File: config.mk
export PLATFORM = sky130hd
export DESIGN_NAME = vga_sync_decoder_flat
export DESIGN_NICKNAME = d
export VERILOG_FILES = /design/src/rtl/vga_sync_decoder_if.sv /design/src/rtl/vga_sync_decoder.sv /design/src/flat_wrapper.sv
export SDC_FILE = /design/constraint.sdc
export NUM_CORES = 1
export LEC_CHECK = 0
export ABC_AREA = 1
export CORE_MARGIN = 3
export CORE_UTILIZATION = 30
export DETAILED_ROUTE_END_ITERATION = 12
export GPL_TIMING_DRIVEN = 0
export PLACE_DENSITY = 0.59
export REMOVE_ABC_BUFFERS = 1
export SETUP_SLACK_MARGIN = 0.3
export SLEW_MARGIN = 20
export SYNTH_ARGS = -nofsm -noshare
export SYNTH_HDL_FRONTEND = slang
export SYNTH_SLANG_ARGS = --single-unit
File: constraint.sdc
create_clock -name vga_CLK -period 4.65 [get_ports vga_CLK]
set_clock_uncertainty 0.2 [all_clocks]
set_input_delay 0.93 -clock vga_CLK [delete_from_list [all_inputs] [get_ports vga_CLK]]
set_output_delay 0.93 -clock vga_CLK [all_outputs]
set_load 0.01 [all_outputs]
File: src/rtl/vga_sync_decoder_if.sv
// Sync bus between a VGA sync generator (master) and the sync decoder (slave):
// the active-low sync pulses plus everything recovered from them.
interface vga_sync_decoder_if;
    logic       vga_HS;
    logic       vga_VS;
    logic [9:0] pos_H;
    logic [9:0] pos_V;
    logic       vga_Ready;
    logic       locked;
    logic       frame_start;
    logic [7:0] err_cnt;

    modport master (
        output vga_HS, vga_VS,
        input  pos_H, pos_V, vga_Ready, locked, frame_start, err_cnt
    );

    modport slave (
        input  vga_HS, vga_VS,
        output pos_H, pos_V, vga_Ready, locked, frame_start, err_cnt
    );
endinterface

File: src/rtl/vga_sync_decoder.sv
// Recovers pixel position / active-video from VGA HS/VS and checks line/frame timing.
// Optional sync pulse-width checks are enabled by defining VGA_PULSE_CHECK_EN.
module vga_sync_decoder #(
    parameter int H_SYNC      = 96,
    parameter int H_BACK      = 48,
    parameter int H_FRONT     = 16,
    parameter int H_TOTAL     = 800,
    parameter int V_SYNC      = 2,
    parameter int V_BACK      = 32,
    parameter int V_FRONT     = 11,
    parameter int V_TOTAL     = 525,
    parameter int LOCK_FRAMES = 2
) (
    input  logic                vga_CLK,
    input  logic                vga_RST_n,
    vga_sync_decoder_if.slave   bus
);

    localparam logic [9:0] POS_MAX  = 10'h3FF;
    localparam logic [9:0] H_LAST   = 10'(H_TOTAL - 1);
    localparam logic [9:0] V_LAST   = 10'(V_TOTAL - 1);
    localparam logic [9:0] H_ACT_LO = 10'(H_SYNC + H_BACK);
    localparam logic [9:0] H_ACT_HI = 10'(H_TOTAL - 1 - H_FRONT);
    localparam logic [9:0] V_ACT_LO = 10'(V_SYNC + V_BACK);
    localparam logic [9:0] V_ACT_HI = 10'(V_TOTAL - 1 - V_FRONT);
    localparam logic [3:0] LOCK_N   = 4'(LOCK_FRAMES);

    typedef enum logic [1:0] {
        SEARCH  = 2'd0,
        ACQUIRE = 2'd1,
        LOCKED  = 2'd2
    } state_t;

    function automatic logic [9:0] sat_inc10(input logic [9:0] v);
        return (v == POS_MAX) ? v : v + 10'd1;
    endfunction

    function automatic logic [7:0] sat_inc8(input logic [7:0] v);
        return (v == 8'hFF) ? v : v + 8'd1;
    endfunction

    logic       hs_q, vs_q;
    logic [9:0] pos_h_q, pos_v_q;
    logic       locked_q, frame_start_q;
    logic [7:0] err_q, err_d;
    logic [3:0] good_q, good_d, good_inc;
    state_t     state_q, state_d;

    logic hs_fall, vs_fall, aligned;
    logic line_err, frame_err, align_err, tmo, pulse_err, bad;

    // Edge detection and timing checks against the pre-update counters
    assign hs_fall   = hs_q & ~bus.vga_HS;
    assign vs_fall   = vs_q & ~bus.vga_VS;
    assign aligned   = hs_fall & vs_fall;

    assign line_err  = hs_fall & (pos_h_q != H_LAST);
    assign frame_err = vs_fall & (pos_v_q != V_LAST);
    assign align_err = vs_fall & ~hs_fall;
    assign tmo       = ((pos_h_q == POS_MAX) & ~hs_fall) | (pos_v_q == POS_MAX);

`ifdef VGA_PULSE_CHECK_EN
    localparam logic [9:0] H_PULSE_LAST = 10'(H_SYNC - 1);
    localparam logic [9:0] V_PULSE_LAST = 10'(V_SYNC - 1);
    logic hs_rise, vs_rise;
    assign hs_rise   = ~hs_q & bus.vga_HS;
    assign vs_rise   = ~vs_q & bus.vga_VS;
    assign pulse_err = (hs_rise & (pos_h_q != H_PULSE_LAST))
                     | (vs_rise & ((pos_v_q != V_PULSE_LAST) | ~hs_fall));
`else
    assign pulse_err = 1'b0;
`endif

    assign bad = line_err | frame_err | align_err | tmo | pulse_err;

    // Position counters and sync sample registers
    always_ff @(posedge vga_CLK or negedge vga_RST_n) begin
        if (!vga_RST_n) begin
            hs_q          <= 1'b1;
            vs_q          <= 1'b1;
            pos_h_q       <= '0;
            pos_v_q       <= '0;
            frame_start_q <= 1'b0;
        end else begin
            hs_q          <= bus.vga_HS;
            vs_q          <= bus.vga_VS;
            pos_h_q       <= hs_fall ? '0 : sat_inc10(pos_h_q);
            if (aligned)
                pos_v_q <= '0;
            else if (hs_fall)
                pos_v_q <= sat_inc10(pos_v_q);
            frame_start_q <= aligned;
        end
    end

    // Lock FSM: state register
    always_ff @(posedge vga_CLK or negedge vga_RST_n) begin
        if (!vga_RST_n) begin
            state_q  <= SEARCH;
            good_q   <= '0;
            err_q    <= '0;
            locked_q <= 1'b0;
        end else begin
            state_q  <= state_d;
            good_q   <= good_d;
            err_q    <= err_d;
            locked_q <= (state_d == LOCKED);
        end
    end

    assign good_inc = good_q + 4'd1;

    // Timing errors are meaningless until an aligned vsync has been seen, so SEARCH ignores bad.
    always_comb begin
        state_d = state_q;
        good_d  = good_q;
        err_d   = err_q;
        unique case (state_q)
            SEARCH: begin
                if (aligned) begin
                    state_d = ACQUIRE;
                    good_d  = '0;
                end
            end
            ACQUIRE: begin
                if (bad) begin
                    state_d = SEARCH;
                end else if (aligned) begin
                    good_d = good_inc;
                    if (good_inc == LOCK_N)
                        state_d = LOCKED;
                end
            end
            LOCKED: begin
                if (bad) begin
                    state_d = SEARCH;
                    err_d   = sat_inc8(err_q);
                end
            end
            default: state_d = SEARCH;
        endcase
    end

    assign bus.pos_H       = pos_h_q;
    assign bus.pos_V       = pos_v_q;
    assign bus.locked      = locked_q;
    assign bus.frame_start = frame_start_q;
    assign bus.err_cnt     = err_q;
    assign bus.vga_Ready   = locked_q
                           & (pos_h_q >= H_ACT_LO) & (pos_h_q <= H_ACT_HI)
                           & (pos_v_q >= V_ACT_LO) & (pos_v_q <= V_ACT_HI);

endmodule

File: src/flat_wrapper.sv
// flat-port wrapper written by rule: the top's interface ports become plain ports
module vga_sync_decoder_flat 
#(
    parameter int H_SYNC      = 96,
    parameter int H_BACK      = 48,
    parameter int H_FRONT     = 16,
    parameter int H_TOTAL     = 800,
    parameter int V_SYNC      = 2,
    parameter int V_BACK      = 32,
    parameter int V_FRONT     = 11,
    parameter int V_TOTAL     = 525,
    parameter int LOCK_FRAMES = 2
)
  (vga_CLK, vga_RST_n, bus_vga_HS, bus_vga_VS, bus_pos_H, bus_pos_V, bus_vga_Ready, bus_locked, bus_frame_start, bus_err_cnt);
  vga_sync_decoder_if bus_i ();
  input  logic vga_CLK;
  input  logic vga_RST_n;
  input wire logic [$bits(bus_i.vga_HS)-1:0] bus_vga_HS;
  input wire logic [$bits(bus_i.vga_VS)-1:0] bus_vga_VS;
  output wire logic [$bits(bus_i.pos_H)-1:0] bus_pos_H;
  output wire logic [$bits(bus_i.pos_V)-1:0] bus_pos_V;
  output wire logic [$bits(bus_i.vga_Ready)-1:0] bus_vga_Ready;
  output wire logic [$bits(bus_i.locked)-1:0] bus_locked;
  output wire logic [$bits(bus_i.frame_start)-1:0] bus_frame_start;
  output wire logic [$bits(bus_i.err_cnt)-1:0] bus_err_cnt;
  assign bus_i.vga_HS = bus_vga_HS;
  assign bus_i.vga_VS = bus_vga_VS;
  assign bus_pos_H = bus_i.pos_H;
  assign bus_pos_V = bus_i.pos_V;
  assign bus_vga_Ready = bus_i.vga_Ready;
  assign bus_locked = bus_i.locked;
  assign bus_frame_start = bus_i.frame_start;
  assign bus_err_cnt = bus_i.err_cnt;
  vga_sync_decoder #(.H_SYNC(H_SYNC), .H_BACK(H_BACK), .H_FRONT(H_FRONT), .H_TOTAL(H_TOTAL), .V_SYNC(V_SYNC), .V_BACK(V_BACK), .V_FRONT(V_FRONT), .V_TOTAL(V_TOTAL), .LOCK_FRAMES(LOCK_FRAMES)) u_core (.vga_CLK(vga_CLK), .vga_RST_n(vga_RST_n), .bus(bus_i));
endmodule
==> impl_summary.md <==
Outcome
The run finished with clean final reports.

Final layout
Relative to the synthesized area, the layout overhead comes to 23.6%. In the layout the commonest cells are 57 x nand2_1, 36 x dfrtp_1, 33 x clkdlybuf4s50_1. The multi-input combinational cells in the finished layout cover a total of 0.00118 mm2. Cells fill 38.6% of the core in the end. The post-route netlist has 16.6% of its cells at a drive strength greater than 1. Registers take 953 um2. The final layout contains 325 nets. The leading cell type in the layout, fill and taps excluded is nand2_1. The final instance count without filler cells is 412. Fill cells in the final layout number 740. The number of antenna diodes in the final layout is 0.

Detailed routing
The final route contains 1944 vias. The count of antenna-violating nets left after detailed routing is 0. The number of vias per cell is 4.72.

The pre-antenna-repair detailed-routing pass consisted of 4 iterations. The final routed wirelength across all metal layers is 4950 um. The initial detailed-routing violation count is 75.

In the routed design, unresolved DRC markers number 0. The mean routed wirelength per cell is 12.0 um.

Placement
Buffers placed on the I/O ports in this run total 34. The routability congestion estimate from global placement is 0.822. The total half-perimeter wirelength after legalization and detailed placement is 3690 um. The total placed cells including tap cells is 404. OpenSTA, run right after detailed placement, puts the worst setup slack at 1550 ps.

Die
The die extent in x is 93.3 um. The total die area is 0.00870 mm2. The core region is 0.00733 mm2. The site row count is 31.

The vertical die dimension is 93.3 um. The I/O pin count is 35. The initial standard-cell utilization of the core is 31.2%.

STA
Setup violations remaining at the end of the flow were counted as 0. The number of max-slew violations in the final report is 0. The setup TNS after final layout is 0 ps. For the pin with the worst max-slew slack, the measured transition is 509 ps. For the finished layout, the period the worst path requires is 3390 ps. The share of the cycle needed by the critical path after routing is 73.0%. The hold violation total from the final report came to 0. The maximum frequency from static timing analysis is 295 MHz.

Setup repair after global routing left no endpoint under its margin. The worst slew slack as a fraction of its limit is 66.0%. The smallest setup slack after layout is 1260 ps.

Global route
The number of global-route vias before repair was 1835. The initial antenna violation count came to 0. The all-layer global routing usage is 12.3%.

Summed over all layers, the global routing overflow is 0. The first global-routing pass estimated 8650 um of wire. The pin count of the biggest net entering global routing is 21.

Hold path
The min-delay analysis places its worst path in the category reg -> reg. In this run the most critical hold path is launched from u_core.good_q[3]. The hold path depth is 2. The worst-case hold path end point is u_core.good_q[3].

Clock network
The clock tree from TritonCTS is built. The total clock sinks is 38. The clock reaches the later pin of the worst-skew pair after 290 ps. The H-tree depth is 2. The number of cells upsized or downsized after cts is 0.

In this run the post-CTS setup repair buffer count came out at 0. In this run, CTS created clock tree buffers numbering 5. The post-CTS clock slew at the launch and capture registers of the worst setup and hold paths is 70 ps. The clock root buffer is clkbuf_8. The cts-stage hold buffer count is 0. The number of buffers on the longest clock path is 2.

Synth
For this run, the number of Yosys warnings is 0. The netlist area before placement is 0.00229 mm2. The proportion of synthesized chip area in sequential cells is 41.7%. Dividing the synthesized area by the synthesized cell count gives 8.34 um2. Counting flops and latches in the post-synthesis netlist gives 38. The netlist uses 35 different library cells.

The instance count of the mapped netlist is 274.

Pwr
The peak supply drop is 101 uV. Combinational logic is responsible for 28.9% of the overall power. The power density over cell area is 334 mW/mm2. Net switching is 34.2% of the power. Summed over all cells, the static leakage comes to 1.25 nW. The clock network accounts for 25.1% of the total power.

The internal power of the cells totals 0.000622 W. Registers are responsible for 46.0% of the overall power. For this design the total switching power over the nets is 0.000323 W.

The post-route total power is 0.000945 W.

Setup path
The count of buffering cells on the critical path with inverters included is 2. Measured in cells, the most critical reg-to-reg path has a length of 9. The startpoint of the worst-slack reg-to-reg timing path is u_core.bus.pos_V[0]. By startpoint and endpoint, the worst setup path is classified as reg -> out.

In this design, the stage delay of the slowest critical-path cell is 590 ps. For flop-to-flop paths, the worst setup slack is 2580 ps. The kind of cell adding the most delay to the critical path is buffers and inverters. The endpoint identified for the worst register-to-register timing path is u_core.bus.pos_V[2]. STA classifies the critical path endpoint as an output pin. The maximum fanout along the worst path is 8. The start point of the critical path is u_core.bus.pos_V[0]. The required time of the critical path is 3520 ps. The cell with the largest stage delay on the worst path is clkdlybuf4s50_1. The worst setup path is launched from a flip-flop. The signal on the critical path passes through inv_1 > ha_1 > nor2_1 > nor3_1 > a21oi_1 > nor3b_1 > clkdlybuf4s50_1. At the worst endpoint, the arrival time is 2260 ps.

Flow run
Across the run, the number of max-cap violations was 0.
## cell type report
cell class | count | share of cell area, %
tap | 99 | 4.38
clock inverter | 1 | 0.177
clock buffer | 7 | 3.05
timing repair buffer | 35 | 12.8
inverter | 31 | 4.21
multi-input combinational | 201 | 41.6
sequential | 38 | 33.7
## kinds of logic after synthesis
family | Yosys count | share of synthesized area, %
simple gates | 144 | 32.2
flops | 38 | 41.7
xor+xnor | 9 | 3.45
buf+inv | 35 | 6.84
fa+ha+maj | 9 | 4.93
compound gates | 39 | 10.9
## layer usage
metal  up-vias  GRT usage [%]  share of wire, %
met5         -              0                 0
met4         0           4.15               1.6
met3         7           2.82               4.3
met2        37           18.6                44
met1       906           17.2                50
li1        994              -                 -
## how the worst max path moves through the flow
stage | depth (start not counted) | end | slack (ps)
floorplan | 6 | bus_vga_Ready | 2130
global placement | 1 | u_core.good_q[1] | 1390
detailed placement | 7 | bus_vga_Ready | 1550
finish | 7 | bus_vga_Ready | 1260
global route | 7 | bus_vga_Ready | 1080
CTS | 7 | bus_vga_Ready | 1220
## worst register-to-register path: stages (launching register included)
cell and delay (ps):
dfrtp_1 500, ha_1 260, inv_1 90, nor3_2 250, nand2_2 150, nand2_2 130, nand2_4 150, nand2_1 110
nand2_1 50, a21oi_1 110
## synth_stat cells
cell type  count  area share, %
nand3_4        1           0.77
nand3_2        3            1.3
o211ai_1       1           0.33
nand2_2       10            2.7
xnor2_1        5            1.9
o21ai_0       10            2.2
inv_4          1           0.27
dfrtp_1       36             39
nand2_4        3            1.5
nor4_1         1           0.27
a211oi_1       1           0.33
nand4_2        1           0.55
a21oi_1        9            2.0
buf_6          3            1.5
nand2_1       57            9.4
nor2_4         1           0.49
nor2_1        19            3.1
o21ai_1        1           0.22
ha_1           9            4.9
o31ai_1        2           0.66
a31oi_1        5            1.4
nand3b_1       1           0.33
dfstp_2        2            2.3
nor2_2         3           0.82
or2_2          2           0.55
buf_1          1           0.16
inv_2          4           0.66
xor2_1         4            1.5
nor3b_1        2           0.66
nor3_1         8            1.8
nand3_1       20            4.4
inv_1         26            4.3
nor3_2         2           0.88
o21ai_2       10            3.8
nand4_1       10            2.7
## stage by stage
| step | hold WS (ps) | area (um2) |
|---|---|---|
| 2_1_floorplan | 295 | 2250 |
| 3_3_place_gp | 316 | 2710 |
| 3_5_place_dp | 327 | 2740 |
| 4_1_cts | 346 | 2830 |
| 5_1_grt | 385 | 2830 |
| 6_report | 338 | 2830 |
## flip-flops by register name, indices dropped and copies added, names as in the netlist, 2 cells and up
name                count
u_core.bus.err_cnt      8
u_core.bus.pos_H       10
u_core.bus.pos_V       10
u_core.good_q           4
u_core.state_q          2
## power by group through the flow
stage / clock network, W / registers (W) / logic (W)
6_report: 0.000237 / 0.000434 / 0.000274
5_1_grt: 0.000266 / 0.000444 / 0.000309
3_3_place_gp: 0 / 0.000440 / 0.000271
3_5_place_dp: 0 / 0.000442 / 0.000277
2_1_floorplan: 0 / 0.000445 / 0.000144
4_1_cts: 0.000249 / 0.000435 / 0.000278
(Power assumes the default switching activity.)
